===== src/rtl/gpu_loader_pkg.sv =====
// Shared definitions for the host command loader: command codes, loader
// states and the length of the core reset pulse issued by STOP.
package gpu_loader_pkg;

    localparam logic [7:0] CMD_WRITE_INST = 8'h01;
    localparam logic [7:0] CMD_WRITE_DATA = 8'h02;
    localparam logic [7:0] CMD_RUN        = 8'h03;
    localparam logic [7:0] CMD_STOP       = 8'h04;

    localparam int STOP_RESET_CYCLES = 2;

    // Index of the final byte of a 32-bit little-endian word.
    localparam logic [1:0] LAST_BYTE_INDEX = 2'd3;

    typedef enum logic [2:0] {
        S_IDLE,
        S_ADDR0,
        S_ADDR1,
        S_LEN0,
        S_LEN1,
        S_PAYLOAD,
        S_WRITE,
        S_RUNNING
    } loader_state_t;

endpackage


===== src/rtl/gpu_loader_word_assembler.sv =====
// Packs payload bytes little-endian into a 32-bit word and flags the cycle
// on which the fourth byte arrives.
module word_assembler
    import gpu_loader_pkg::*;
(
    input  logic        clock,
    input  logic        reset,
    input  logic        clear,
    input  logic        shift,
    input  logic [7:0]  data_byte,
    output logic [31:0] word,
    output logic        word_complete
);

    logic [1:0] count;

    // NOTE: sequential state is updated with non-blocking assignments only, so
    // every register samples the values from before the clock edge.
    always_ff @(posedge clock) begin
        if (reset || clear) begin
            word  <= '0;
            count <= '0;
        end else if (shift) begin
            word  <= {data_byte, word[31:8]};
            count <= count + 2'd1;
        end
    end

    assign word_complete = shift && (count == LAST_BYTE_INDEX);

endmodule


===== src/rtl/gpu_loader.sv =====
// Host byte-stream command loader: parses write/run/stop frames and drives
// the shader core's RAM write strobes, run level and core reset.
module gpu_loader
    import gpu_loader_pkg::*;
#(
    parameter int ADDRESS_WIDTH = 16,
    parameter int WORD_WIDTH    = 32
) (
    input  logic                     clock,
    input  logic                     reset,
    input  logic [7:0]               host_data,
    input  logic                     host_valid,
    output logic                     host_ready,
    input  logic                     core_halted,
    output logic [ADDRESS_WIDTH-1:0] ext_write_address,
    output logic [WORD_WIDTH-1:0]    ext_write_data,
    output logic                     ext_enable_write_inst,
    output logic                     ext_enable_write_data,
    output logic                     core_run,
    output logic                     core_reset_n,
    output logic                     done,
    output logic                     error
);

    loader_state_t            state, state_next;
    logic [ADDRESS_WIDTH-1:0] address;
    logic [15:0]              len;
    logic                     is_inst;
    logic                     init_done;
    logic [1:0]               stop_count;
    logic                     pulse_active;
    logic                     accept;
    logic                     frame_start;
    logic                     set_error;
    logic                     start_run;
    logic                     stop_core;
    logic                     word_complete;
    logic [WORD_WIDTH-1:0]    word;

    assign pulse_active = (stop_count != 2'd0);
    assign host_ready   = init_done && !pulse_active && (state != S_WRITE);
    assign accept       = host_valid && host_ready;
    assign core_reset_n = init_done && !pulse_active;

    assign ext_write_address = address;
    assign ext_write_data    = word;

    word_assembler u_word_assembler (
        .clock         (clock),
        .reset         (reset),
        .clear         (frame_start),
        .shift         (accept && (state == S_PAYLOAD)),
        .data_byte     (host_data),
        .word          (word),
        .word_complete (word_complete)
    );

    always_ff @(posedge clock) begin
        if (reset) state <= S_IDLE;
        else       state <= state_next;
    end

    // NOTE: every signal assigned in this block gets a default first, so no
    // path through the case statements can infer a latch.
    always_comb begin
        state_next            = state;
        frame_start           = 1'b0;
        set_error             = 1'b0;
        start_run             = 1'b0;
        stop_core             = 1'b0;
        ext_enable_write_inst = 1'b0;
        ext_enable_write_data = 1'b0;
        case (state)
            S_IDLE: if (accept) begin
                case (host_data)
                    CMD_WRITE_INST, CMD_WRITE_DATA: begin
                        state_next  = S_ADDR0;
                        frame_start = 1'b1;
                    end
                    CMD_RUN: begin
                        state_next = S_RUNNING;
                        start_run  = 1'b1;
                    end
                    CMD_STOP: stop_core = 1'b1;
                    default:  set_error = 1'b1;
                endcase
            end
            S_ADDR0: if (accept) state_next = S_ADDR1;
            S_ADDR1: if (accept) state_next = S_LEN0;
            S_LEN0:  if (accept) state_next = S_LEN1;
            S_LEN1: if (accept) begin
                state_next = ({host_data, len[7:0]} != 16'd0) ? S_PAYLOAD : S_IDLE;
            end
            S_PAYLOAD: if (word_complete) state_next = S_WRITE;
            S_WRITE: begin
                // Gated by core_run as a guard: RAMs must never be written under a running core.
                ext_enable_write_inst = is_inst && !core_run;
                ext_enable_write_data = !is_inst && !core_run;
                state_next = (len == 16'd1) ? S_IDLE : S_PAYLOAD;
            end
            S_RUNNING: if (accept) begin
                if (host_data == CMD_STOP) begin
                    stop_core  = 1'b1;
                    state_next = S_IDLE;
                end else begin
                    set_error = 1'b1;
                end
            end
            default: state_next = S_IDLE;
        endcase
    end

    always_ff @(posedge clock) begin
        if (reset) begin
            address    <= '0;
            len        <= '0;
            is_inst    <= 1'b0;
            init_done  <= 1'b0;
            stop_count <= '0;
            core_run   <= 1'b0;
            done       <= 1'b0;
            error      <= 1'b0;
        end else begin
            init_done <= 1'b1;
            if (set_error) error <= 1'b1;

            if (stop_core) begin
                stop_count <= 2'(STOP_RESET_CYCLES);
                core_run   <= 1'b0;
            end else begin
                if (pulse_active) stop_count <= stop_count - 2'd1;
                if (start_run)    core_run   <= 1'b1;
            end
            done <= core_run && core_halted && !stop_core;

            if (frame_start) is_inst <= (host_data == CMD_WRITE_INST);

            if (accept) begin
                case (state)
                    S_ADDR0: address <= ADDRESS_WIDTH'({host_data[7:2], 2'b00});
                    S_ADDR1: address <= address | ADDRESS_WIDTH'({host_data, 8'h00});
                    S_LEN0:  len     <= {8'h00, host_data};
                    S_LEN1:  len     <= {host_data, len[7:0]};
                    default: ;
                endcase
            end

            if (state == S_WRITE) begin
                address <= address + ADDRESS_WIDTH'(4);
                len     <= len - 16'd1;
            end
        end
    end

endmodule


===== config.mk =====
export PLATFORM = sky130hd
export DESIGN_NAME = gpu_loader
export DESIGN_NICKNAME = d
export VERILOG_FILES = /design/src/rtl/gpu_loader_pkg.sv /design/src/rtl/gpu_loader_word_assembler.sv /design/src/rtl/gpu_loader.sv
export SDC_FILE = /design/constraint.sdc
export NUM_CORES = 1
export LEC_CHECK = 0
export BUFFER_PORTS_ARGS = -buffer_cell sky130_fd_sc_hd__buf_2
export CAP_MARGIN = 20
export CORE_ASPECT_RATIO = 1.1
export CORE_MARGIN = 8
export CORE_UTILIZATION = 35
export CTS_BUF_LIST = sky130_fd_sc_hd__clkbuf_16
export CTS_CLUSTER_SIZE = 8
export DETAILED_ROUTE_END_ITERATION = 12
export PLACE_DENSITY = 0.53
export SLEW_MARGIN = 10
export SYNTH_ARGS = -nofsm -noshare
export SYNTH_HDL_FRONTEND = slang
export SYNTH_SLANG_ARGS = --single-unit

===== constraint.sdc =====
create_clock -name clock -period 1.7 [get_ports clock]
set_clock_uncertainty 0.2 [all_clocks]
set_input_delay 0.34 -clock clock [delete_from_list [all_inputs] [get_ports clock]]
set_output_delay 0.34 -clock clock [all_outputs]
set_load 0.01 [all_outputs]

==> impl_metrics.toml, run 1 <==
[logic_synthesis]
syn-cell-area_um2 = 3800
synth-compound-area-share = 0.241
syn-mean-instance-area_um2 = 7.88
post_synth_mux_area_share = 0
ranking_of_synthesized_cells_by_area = "dfxtp_1 39%, a21oi_1 9.2%, nand2_1 8.6%"
synth_async_sr_flop_share = 0
synth_cell_type_count = 66
number_of_enable_type_register_cells_in_the_synthesized_netlist = 0
register_bit_count_reported_by_yosys = 74
synth-simple-area-share = 0.286
post-synth-top-area-fraction = 0.389
post_synthesis_cell_type_with_the_largest_combined_area = "dfxtp_1"
synth_xor_xnor_area_share = 0.0184
synth.top_cells.by_count = "87 x nand2_1, 74 x dfxtp_1, 70 x a21oi_1"
yosysMostFrequentCell = "nand2_1"
synth-seq-area-share = 0.389
post_synth_inst_count = 483
synth_flop_cell = "dfxtp_1"
synthAdderAreaFrac = 0.0132
yosys_warnings = 0
largest_family_of_logic_cells_by_synthesized_area = "simple AND/OR/NAND/NOR gates"

[cells_and_area]
utilization = 0.603
number_of_nets_in_the_final_layout = 685
fill_cells = 948
syn2layout_area_growth_pct = 70.5
post_route_cells_drive_above_1_share = 0.567
finished_layout_cell_area_um2 = 6490
antenna_cells = 0

[critical_path]
critical_path.reg2reg.startpoint = "len[0]"
crit_path_cell_trace = "buf_6, or4_4, nor3_4, a31oi_1, a221oi_2, a21oi_1"
cpMaxStageDelayCell = "or4_4"
timing.critical_path.fanout_max = 3
critical_path_arrival_ns = 1.92
worst-endpoint-required_ns = 1.72
worst_path_dominant_cell_family = "simple AND/OR/NAND/NOR gates"
crit_path_max_incr_delay_ns = 0.46
timing.critical_path.buf_inv = 1
critical_path.startpoint = "len[0]"
critical_path.endpoint_type = "flip-flop"
critPathLaunchType = "flip-flop"
worstSetupPathType = "reg -> reg"

[placed_design]
buffer_ports.inserted = 64
dpl.hpwl_um = 9200
place_area_um2 = 5190
globalplace.congestion = 0.881
pre_cts_slack_ns = -0.327

[power]
power.internal_uw = 3010
clkPwrFrac = 0.491
comb_power_share = 0.071
p_seq_frac = 0.438
total_power_density_per_cell_area_nw_per_um2 = 611
static-leakage-power_uw = 0.00275
switching_component_of_the_power_uw = 956
sw_frac_of_total = 0.241
peakVddDrop_mv = 0.422

[route]
drtPass1Iterations = 4
wire_per_inst_um = 16.8
post_dr_vias_cell = 5.30
residual_drc_count = 0
drtIter0Drc = 212
total_wire_length_after_detailed_routing_um = 13800
dr_total_vias = 4354
ant_nets = 0

[sta]
setup_violations = 64
layout_setup_ws_ns = -0.196
totalNegativeSetupSlack_ns = -6.82
report.final.hold_viol_count = 0
grt_setup_unrepaired = "true"
final.min_clock_period_ns = 1.90
finalCritPeriodShare = 1.12
final-max-slew-violation-count = 0
max_freq_mhz = 527
hold_ws_ns = 0.0180

[min_path]
hold_path.class = "in -> reg"
startpoint_of_the_worst_hold_path = "core_halted"

[global_routing]
grt_usage = 0.190
top_usage_layer = "met2"
use_met3 = 0.0376
globalRouteOverflowTotal = 0
grt.met2_usage = 0.325
grt_util_met1 = 0.220
grt_antenna_before_repair = 0
via_count_of_the_first_global_routing_pass = 4477
grt_first_pass_wirelength_um = 22000
grt_max_degree = 34

[clock_tree]
cts-root-buf = "clkbuf_16"
tritoncts.num_buffers = 9
clk_path_buf_depth = 2
clock-sinks = 74
htree_num_levels = 3
worst_setup_hold_path_clk_slew_ns = 0.06
cts_tree = "built"
clk_latency_ns = 0.34

[die]
fp.dieH_um = 125
initial_utilization = 0.354
die_width_um = 115
design.core.area_um2 = 10800
number_of_rows_created_at_floorplan = 40
die_area_um2 = 14500
pin_count = 67

[status]
status = "finished with violations"
violations = "negative setup slack"

[run]
timing.max_cap.violations = 0
## cell usage in the layout (no fill, tap or decap), types with 6 or more instances in the layout
cell type  synthesis  layout
buf_4              6     104
buf_2             15      63
dfxtp_1           74      61
nand2_1           87      60
a21oi_2            0      43
nor2_1            44      35
a21oi_1           70      26
buf_6              0      25
nand2_2            1      17
nand3_1           15      12
nand2_4            0      11
clkbuf_16          0      10
dfxtp_2            0      10
a31oi_1            8       8
o21ai_0           17       8
inv_1              9       7
o21ai_1            1       7
buf_12             0       7
nor4_4             3       6
xnor2_1            6       6
nand4_1            6       6
## area by class of cell
class / instances / area (um2) / area share
Clock buffer: 9 / 225 / 0.0347
Clock inverter: 7 / 76.3 / 0.0118
Inverter: 11 / 41.3 / 0.00637
Multi-Input combinational cell: 369 / 2830 / 0.436
Sequential cell: 74 / 1510 / 0.232
Tap cell: 147 / 184 / 0.0284
Timing Repair Buffer: 204 / 1630 / 0.251
## path summary, 6_finish.rpt
path                              endpoint  slack [ns]  cells past startpoint
setup / recovery                   len[15]       -0.20                      6
setup reg to reg                   len[15]       -0.20                      6
hold / removal                        done        0.02                      3
hold reg to reg   u_word_assembler.word[1]        0.26                      2
## power groups by stage
stage	clock network, uW	logic (uW)	registers [uW]
2_1_floorplan	0	113	1780
3_3_place_gp	0	207	1780
3_5_place_dp	0	209	1780
4_1_cts	1980	279	1740
5_1_grt	2050	297	1730
6_report	1950	280	1740
## worst register-to-register path, cell delays in order (launching register included)
cell and delay [ns]:
dfxtp_2 0.34, buf_6 0.11, or4_4 0.46, nor3_4 0.24, a31oi_1 0.13, a221oi_2 0.21
a21oi_1 0.09
## kinds of logic after synthesis
family,after synthesis
DFF,74
AOI/OAI and AO/OA,144
xor gates and xnor gates,8
buffers and inverters,41
and+or+nand+nor,211
other,1
adders and majority gates,4
## metrics by stage
step	instances	power [uW]
after global placement	777	1990
after global routing	821	4080
after CTS	820	4000
after detailed placement	777	1990
final	821	3960
after floorplan	484	1890
## registers in the layout, summed over array words and instances (netlist names)
| signal | count |
|---|---|
| u_word_assembler.word | 32 |
| len | 16 |
| ext_write_address | 14 |
| state | 3 |
| stop_count | 2 |
| u_word_assembler.count | 2 |
| core_run | 1 |
| done | 1 |
| error | 1 |
| init_done | 1 |
| is_inst | 1 |
## timing repair
action,4_1_cts,5_1_grt
resized for setup,118,73
setup buffers,21,6
setup endpoints to repair,72,72
endpoints found under the hold margin,0,0
hold buffers,0,0
gates cloned,6,1
pin swaps,61,46
## metal layers
layer / wire length [um] / vias up
met5: 0 / -
met4: 384 / 0
met3: 771 / 29
met2: 7100 / 108
met1: 5560 / 2113
li1: - / 2104
Power figures use the tool's default switching activity.
==> run 2, diff against run 1 <==
--- a/config.mk
+++ b/config.mk
@@ -7,13 +7,15 @@
 export LEC_CHECK = 0
 export BUFFER_PORTS_ARGS = -buffer_cell sky130_fd_sc_hd__buf_2
 export CAP_MARGIN = 20
+export CELL_PAD_IN_SITES_DETAIL_PLACEMENT = 1
+export CELL_PAD_IN_SITES_GLOBAL_PLACEMENT = 1
 export CORE_ASPECT_RATIO = 1.1
 export CORE_MARGIN = 8
 export CORE_UTILIZATION = 35
 export CTS_BUF_LIST = sky130_fd_sc_hd__clkbuf_16
 export CTS_CLUSTER_SIZE = 8
 export DETAILED_ROUTE_END_ITERATION = 12
-export PLACE_DENSITY = 0.53
+export PLACE_DENSITY = 0.69
 export SLEW_MARGIN = 10
 export SYNTH_ARGS = -nofsm -noshare
 export SYNTH_HDL_FRONTEND = slang
==> run 2 against run 1 <==
- sequential share of layout area fell by 1.3 points
- critical path type unchanged
- critical path depth rose by 4
- the flow still finishes with violations (negative setup slack)
- combinational power rose by 22%
- largest cell class unchanged
- clock power rose by 9%
- count of clock-buffer cells in the layout did not move
- critical endpoint is now u_word_assembler.word[20]
- via count rose by 14%
- non-clock buffer count rose by 12
- routed wire length rose by 64%
- final area rose by 5.7%
- maximum frequency fell by 10%
- sequential power barely moved
==> impl_metrics.toml, run 2 (synthesis gave the netlist of run 1 again) <==
[status]
status = "finished with violations"
violations = "negative setup slack"

[critical_path]
critical_path_arrival_ns = 2.20
critical_path.endpoint_type = "flip-flop"
timing.critical_path.fanout_max = 5
timing.critical_path.buf_inv = 6
terminus_of_the_critical_flop_to_flop_path = "u_word_assembler.word[20]"
crit_path_max_incr_delay_ns = 0.33
critical_path.reg2reg.startpoint = "stop_count[1]"
reg2reg_depth = 10
cpMaxStageDelayCell = "dfxtp_2"
crit_path_cell_trace = "nand4bb_4, buf_12, buf_12, buf_6, nor4_4, buf_6, buf_12, buf_8, nand2_2, a21oi_2"
worst-endpoint-required_ns = 1.79
critPathLaunchType = "flip-flop"
worst_path_dominant_cell_family = "buffers and inverters"
crit_path_frequent_cell = "buf_12"
reg2reg_setup_slack_ns = -0.41
worstSetupPathType = "reg -> reg"

[placed_design]
place.detailed.instances = 778
globalplace.congestion = 0.896
dpl.hpwl_um = 10700
buffer_ports.inserted = 64

[cells_and_area]
post_route_cells_drive_above_1_share = 0.618
layout.cells.most_common = "buf_4"
fill_cells = 1204
final-instance-count-excl-fill = 833
syn2layout_area_growth_pct = 80.2
antenna_cells = 0
regMostFlops = "u_word_assembler.word"
utilization = 0.637
largest_register_ff_count = 32
leading_cell_types_in_the_layout_fill_and_taps_excluded = "105 x buf_4, 63 x buf_2, 62 x dfxtp_1, 51 x nand2_1, 48 x a21oi_2"
number_of_nets_in_the_final_layout = 697

[die]
initial_utilization = 0.354
number_of_rows_created_at_floorplan = 40
design.core.area_um2 = 10800
die_width_um = 115
die_area_um2 = 14500
fp.dieH_um = 125
pin_count = 67

[clock_tree]
cts-root-buf = "clkbuf_16"
tritoncts.num_buffers = 9
worst_setup_hold_path_clk_slew_ns = 0.08
clock-sinks = 74
cts_hold_buffers = 0
clk_latency_ns = 0.37
htree_num_levels = 3
cts_tree = "built"
clk_path_buf_depth = 2

[global_routing]
grt_first_pass_wirelength_um = 28300
grt_antenna_before_repair = 0
grt_usage = 0.254
globalRouteOverflowTotal = 0
via_count_of_the_first_global_routing_pass = 5132
grt_max_degree = 34

[route]
total_wire_length_after_detailed_routing_um = 22600
dr_total_vias = 4951
drtPass1Iterations = 4
drtIter0Drc = 268
wire_per_inst_um = 27.2
ant_nets = 0
residual_drc_count = 0
post_dr_vias_cell = 5.94

[sta]
max_freq_mhz = 474
totalNegativeSetupSlack_ns = -19.50
grt_setup_unrepaired = "true"
finalCritPeriodShare = 1.24
hold_ws_ns = 0.0128
final-max-slew-violation-count = 0
final.min_clock_period_ns = 2.11
report.final.hold_viol_count = 0
setup_violations = 74
layout_setup_ws_ns = -0.408

[min_path]
startpoint_of_the_worst_hold_path = "core_halted"
hold-path-cell-count = 3
whs_endpoint = "done"
hold_path.class = "in -> reg"

[power]
static-leakage-power_uw = 0.00301
total_power_density_per_cell_area_nw_per_um2 = 612
peakVddDrop_mv = 0.778

[run]
timing.max_cap.violations = 0
==> run 2: how the worst max path moves through the flow <==
stage,start,endpoint,slack (ns),cells past startpoint
after global placement,host_data[4],state[2],-0.30,7
after floorplan,len[3],len[15],-0.13,5
after global routing,stop_count[1],u_word_assembler.word[20],-0.48,10
final,stop_count[1],u_word_assembler.word[20],-0.41,10
after detailed placement,host_data[4],state[0],-0.35,7
after CTS,state[0],ext_enable_write_inst,-0.26,4
==> run 2: layout make-up <==
type                    instances  area (um2)  share of cell area
multi-input cells             369        3000               0.438
repair buffers                216        1810               0.264
flip-flops and latches         74        1500               0.219
clock buffers                   9         225              0.0328
well taps                     147         184              0.0268
clock inverters                 7        86.3              0.0126
inverters                      11        41.3             0.00602
==> run 2: power breakdown <==
group	internal [uW]	switching (uW)	total, uW
sequential	1730	4.44	1740
clock	1170	949	2120
combinational	142	199	341
total	3040	1150	4200
==> run 2: what timing repair did <==
action / in CTS / in global routing
gates resized for setup: 142 / 109
gates cloned: 6 / 0
pin swaps: 62 / 54
setup endpoints to repair: 72 / 76
setup buffers: 21 / 18
==> run 2: tightest hold or removal path, stage by stage <==
cell and delay, ns:
buf_2 0.09, nand2_1 0.06, nor2_1 0.04
==> run 2: metal layers <==
layer  GRT usage  wire [um]
met3      0.0568       1470
met5           0          0
met2       0.459      11900
met4       0.118       1400
met1       0.269       7870
==> run 2: stage by stage <==
step                      setup slack (ns)  area (um2)  total power [uW]
after floorplan                     -0.134        4020              1890
final                               -0.408        6860              4200
after global routing                -0.476        6860              4280
after detailed placement            -0.352        5240              2010
after global placement              -0.301        5240              2000
after CTS                           -0.265        6350              4080
==> run 3, diff against run 2 <==
--- a/config.mk
+++ b/config.mk
@@ -9,7 +9,7 @@
 export CAP_MARGIN = 20
 export CELL_PAD_IN_SITES_DETAIL_PLACEMENT = 1
 export CELL_PAD_IN_SITES_GLOBAL_PLACEMENT = 1
-export CORE_ASPECT_RATIO = 1.1
+export CORE_ASPECT_RATIO = 1.25
 export CORE_MARGIN = 8
 export CORE_UTILIZATION = 35
 export CTS_BUF_LIST = sky130_fd_sc_hd__clkbuf_16
==> run 3 against run 2 <==
- the run still ends with negative setup slack left
- die area is 0.12% higher
- sequential share of layout area down 0.90 points
- maximum frequency grew 1.5%
- power up 1.5%
- sequential power hardly changed
- utilization is 3.7 points higher
- first-iteration DRC count is 7.5% higher
- combinational power barely moved
- register-to-register slack improved by 0.03 ns
- non-clock buffer count grew 17
- routed wire length increased by 2.0%
- global-route usage is 1.4 points lower
- largest cell class unchanged
==> impl_metrics.toml, run 3 (synthesis gave the netlist of run 1 again) <==
[status]
status = "finished with violations"
violations = "negative setup slack"

[cells_and_area]
regMostFlops = "u_word_assembler.word"
antenna_cells = 0
layout.cells.most_common = "buf_4"
leading_cell_types_in_the_layout_fill_and_taps_excluded = "110 x buf_4, 64 x buf_2, 61 x dfxtp_1, 45 x nand2_1, 42 x a21oi_2"
post_route_cells_drive_above_1_share = 0.643
syn2layout_area_growth_pct = 88.0
number_of_nets_in_the_final_layout = 714
largest_register_ff_count = 32
fill_cells = 1156

[route]
post_dr_vias_cell = 6.13
drtPass1Iterations = 4
drtIter0Drc = 288
total_wire_length_after_detailed_routing_um = 23100
residual_drc_count = 0
dr_total_vias = 5122
ant_nets = 0
wire_per_inst_um = 27.6

[power]
sw_frac_of_total = 0.255
clkPwrFrac = 0.513
p_seq_frac = 0.407
static-leakage-power_uw = 0.00304
total_power_density_per_cell_area_nw_per_um2 = 595
peakVddDrop_mv = 0.402
power.internal_uw = 3170
comb_power_share = 0.080
switching_component_of_the_power_uw = 1090

[die]
pin_count = 67
die_area_um2 = 14500
fp.dieH_um = 133
die_width_um = 109
number_of_rows_created_at_floorplan = 42
design.core.area_um2 = 10600
initial_utilization = 0.358

[sta]
max_freq_mhz = 481
final.min_clock_period_ns = 2.08
final-max-slew-violation-count = 0
finalCritPeriodShare = 1.22
totalNegativeSetupSlack_ns = -16.78
layout_setup_ws_ns = -0.378
setup_violations = 73
hold_ws_ns = 0.0522
grt_setup_unrepaired = "true"
report.final.hold_viol_count = 0

[global_routing]
grt_antenna_before_repair = 0
grt_first_pass_wirelength_um = 27200
grt_usage = 0.240
grt_max_degree = 24
via_count_of_the_first_global_routing_pass = 4957
globalRouteOverflowTotal = 0

[clock_tree]
cts_tree = "built"
worst_setup_hold_path_clk_slew_ns = 0.06
clk_latency_ns = 0.36
clk_path_buf_depth = 2
cts-root-buf = "clkbuf_16"
cts_hold_buffers = 0
htree_num_levels = 3
tritoncts.num_buffers = 9
clock-sinks = 74

[run]
timing.max_cap.violations = 0

[critical_path]
timing.critical_path.fanout_max = 6
critical_path.endpoint_type = "flip-flop"
worstSetupPathType = "reg -> reg"
critical_path_arrival_ns = 2.17
critPathLaunchType = "flip-flop"
worst-endpoint-required_ns = 1.79

[min_path]
hold_path.class = "in -> reg"

[placed_design]
buffer_ports.inserted = 64
globalplace.congestion = 0.889
dpl.hpwl_um = 10400
## run 3: power by group through the flow
| stage | sequential, uW | clock (uW) | combinational, uW |
|---|---|---|---|
| 3_5_place_dp | 1780 | 0 | 220 |
| 4_1_cts | 1740 | 2150 | 266 |
| 6_report | 1730 | 2190 | 339 |
| 3_3_place_gp | 1780 | 0 | 216 |
| 2_1_floorplan | 1780 | 0 | 113 |
| 5_1_grt | 1730 | 2270 | 347 |
## run 3: routing by layer
| metal | vias to the layer above | wire (um) | global-route usage |
|---|---|---|---|
| met5 | - | 0 | 0 |
| met4 | 0 | 1640 | 0.115 |
| met3 | 131 | 1310 | 0.0326 |
| met2 | 282 | 11900 | 0.439 |
| met1 | 2544 | 8220 | 0.259 |
| li1 | 2165 | - | - |
## run 3: path summary, 6_finish.rpt
| path | start | endpoint | slack (ns) | cells past startpoint |
|---|---|---|---|---|
| worst max register to register | len[5] | len[11] | -0.38 | 5 |
| worst max-delay path | len[5] | len[11] | -0.38 | 5 |
| worst min register to register | u_word_assembler.word[5] | u_word_assembler.word[5] | 0.26 | 2 |
| worst min-delay path | core_halted | done | 0.05 | 3 |
## run 3: per-stage QoR
step           total power, uW  utilization  worst slack (ns)  std cells  cell area [um2]
2_1_floorplan             1890            -            -0.134        484             4020
3_3_place_gp              1990        0.490            -0.237        761             5200
3_5_place_dp              2000        0.490            -0.290        761             5200
4_1_cts                   4150        0.582            -0.269        805             6180
5_1_grt                   4350        0.674            -0.429        835             7150
6_report                  4260        0.674            -0.378        835             7150
## run 3: repair_timing
action                     in CTS  in global routing
setup endpoints to repair      74                 75
resized for setup              94                189
cloned                          7                  4
buffers inserted               23                 31
pin swaps                      30                 87
## run 3: worst max-delay path, stage by stage, from the launching register on
cell and delay (ns):
dfxtp_2 0.38, or4_4 0.61, nor3_4 0.27, a31oi_1 0.18
or2_1 0.27, a21oi_2 0.11
## run 3: area by class of cell
cell class | count | area [um2] | area share
repair buffers | 233 | 2040 | 0.285
multi-input cells | 369 | 3080 | 0.430
well taps | 132 | 165 | 0.0231
clock buffers | 9 | 225 | 0.0315
clock inverters | 7 | 103 | 0.0143
flip-flops and latches | 74 | 1510 | 0.210
inverters | 11 | 41.3 | 0.00577
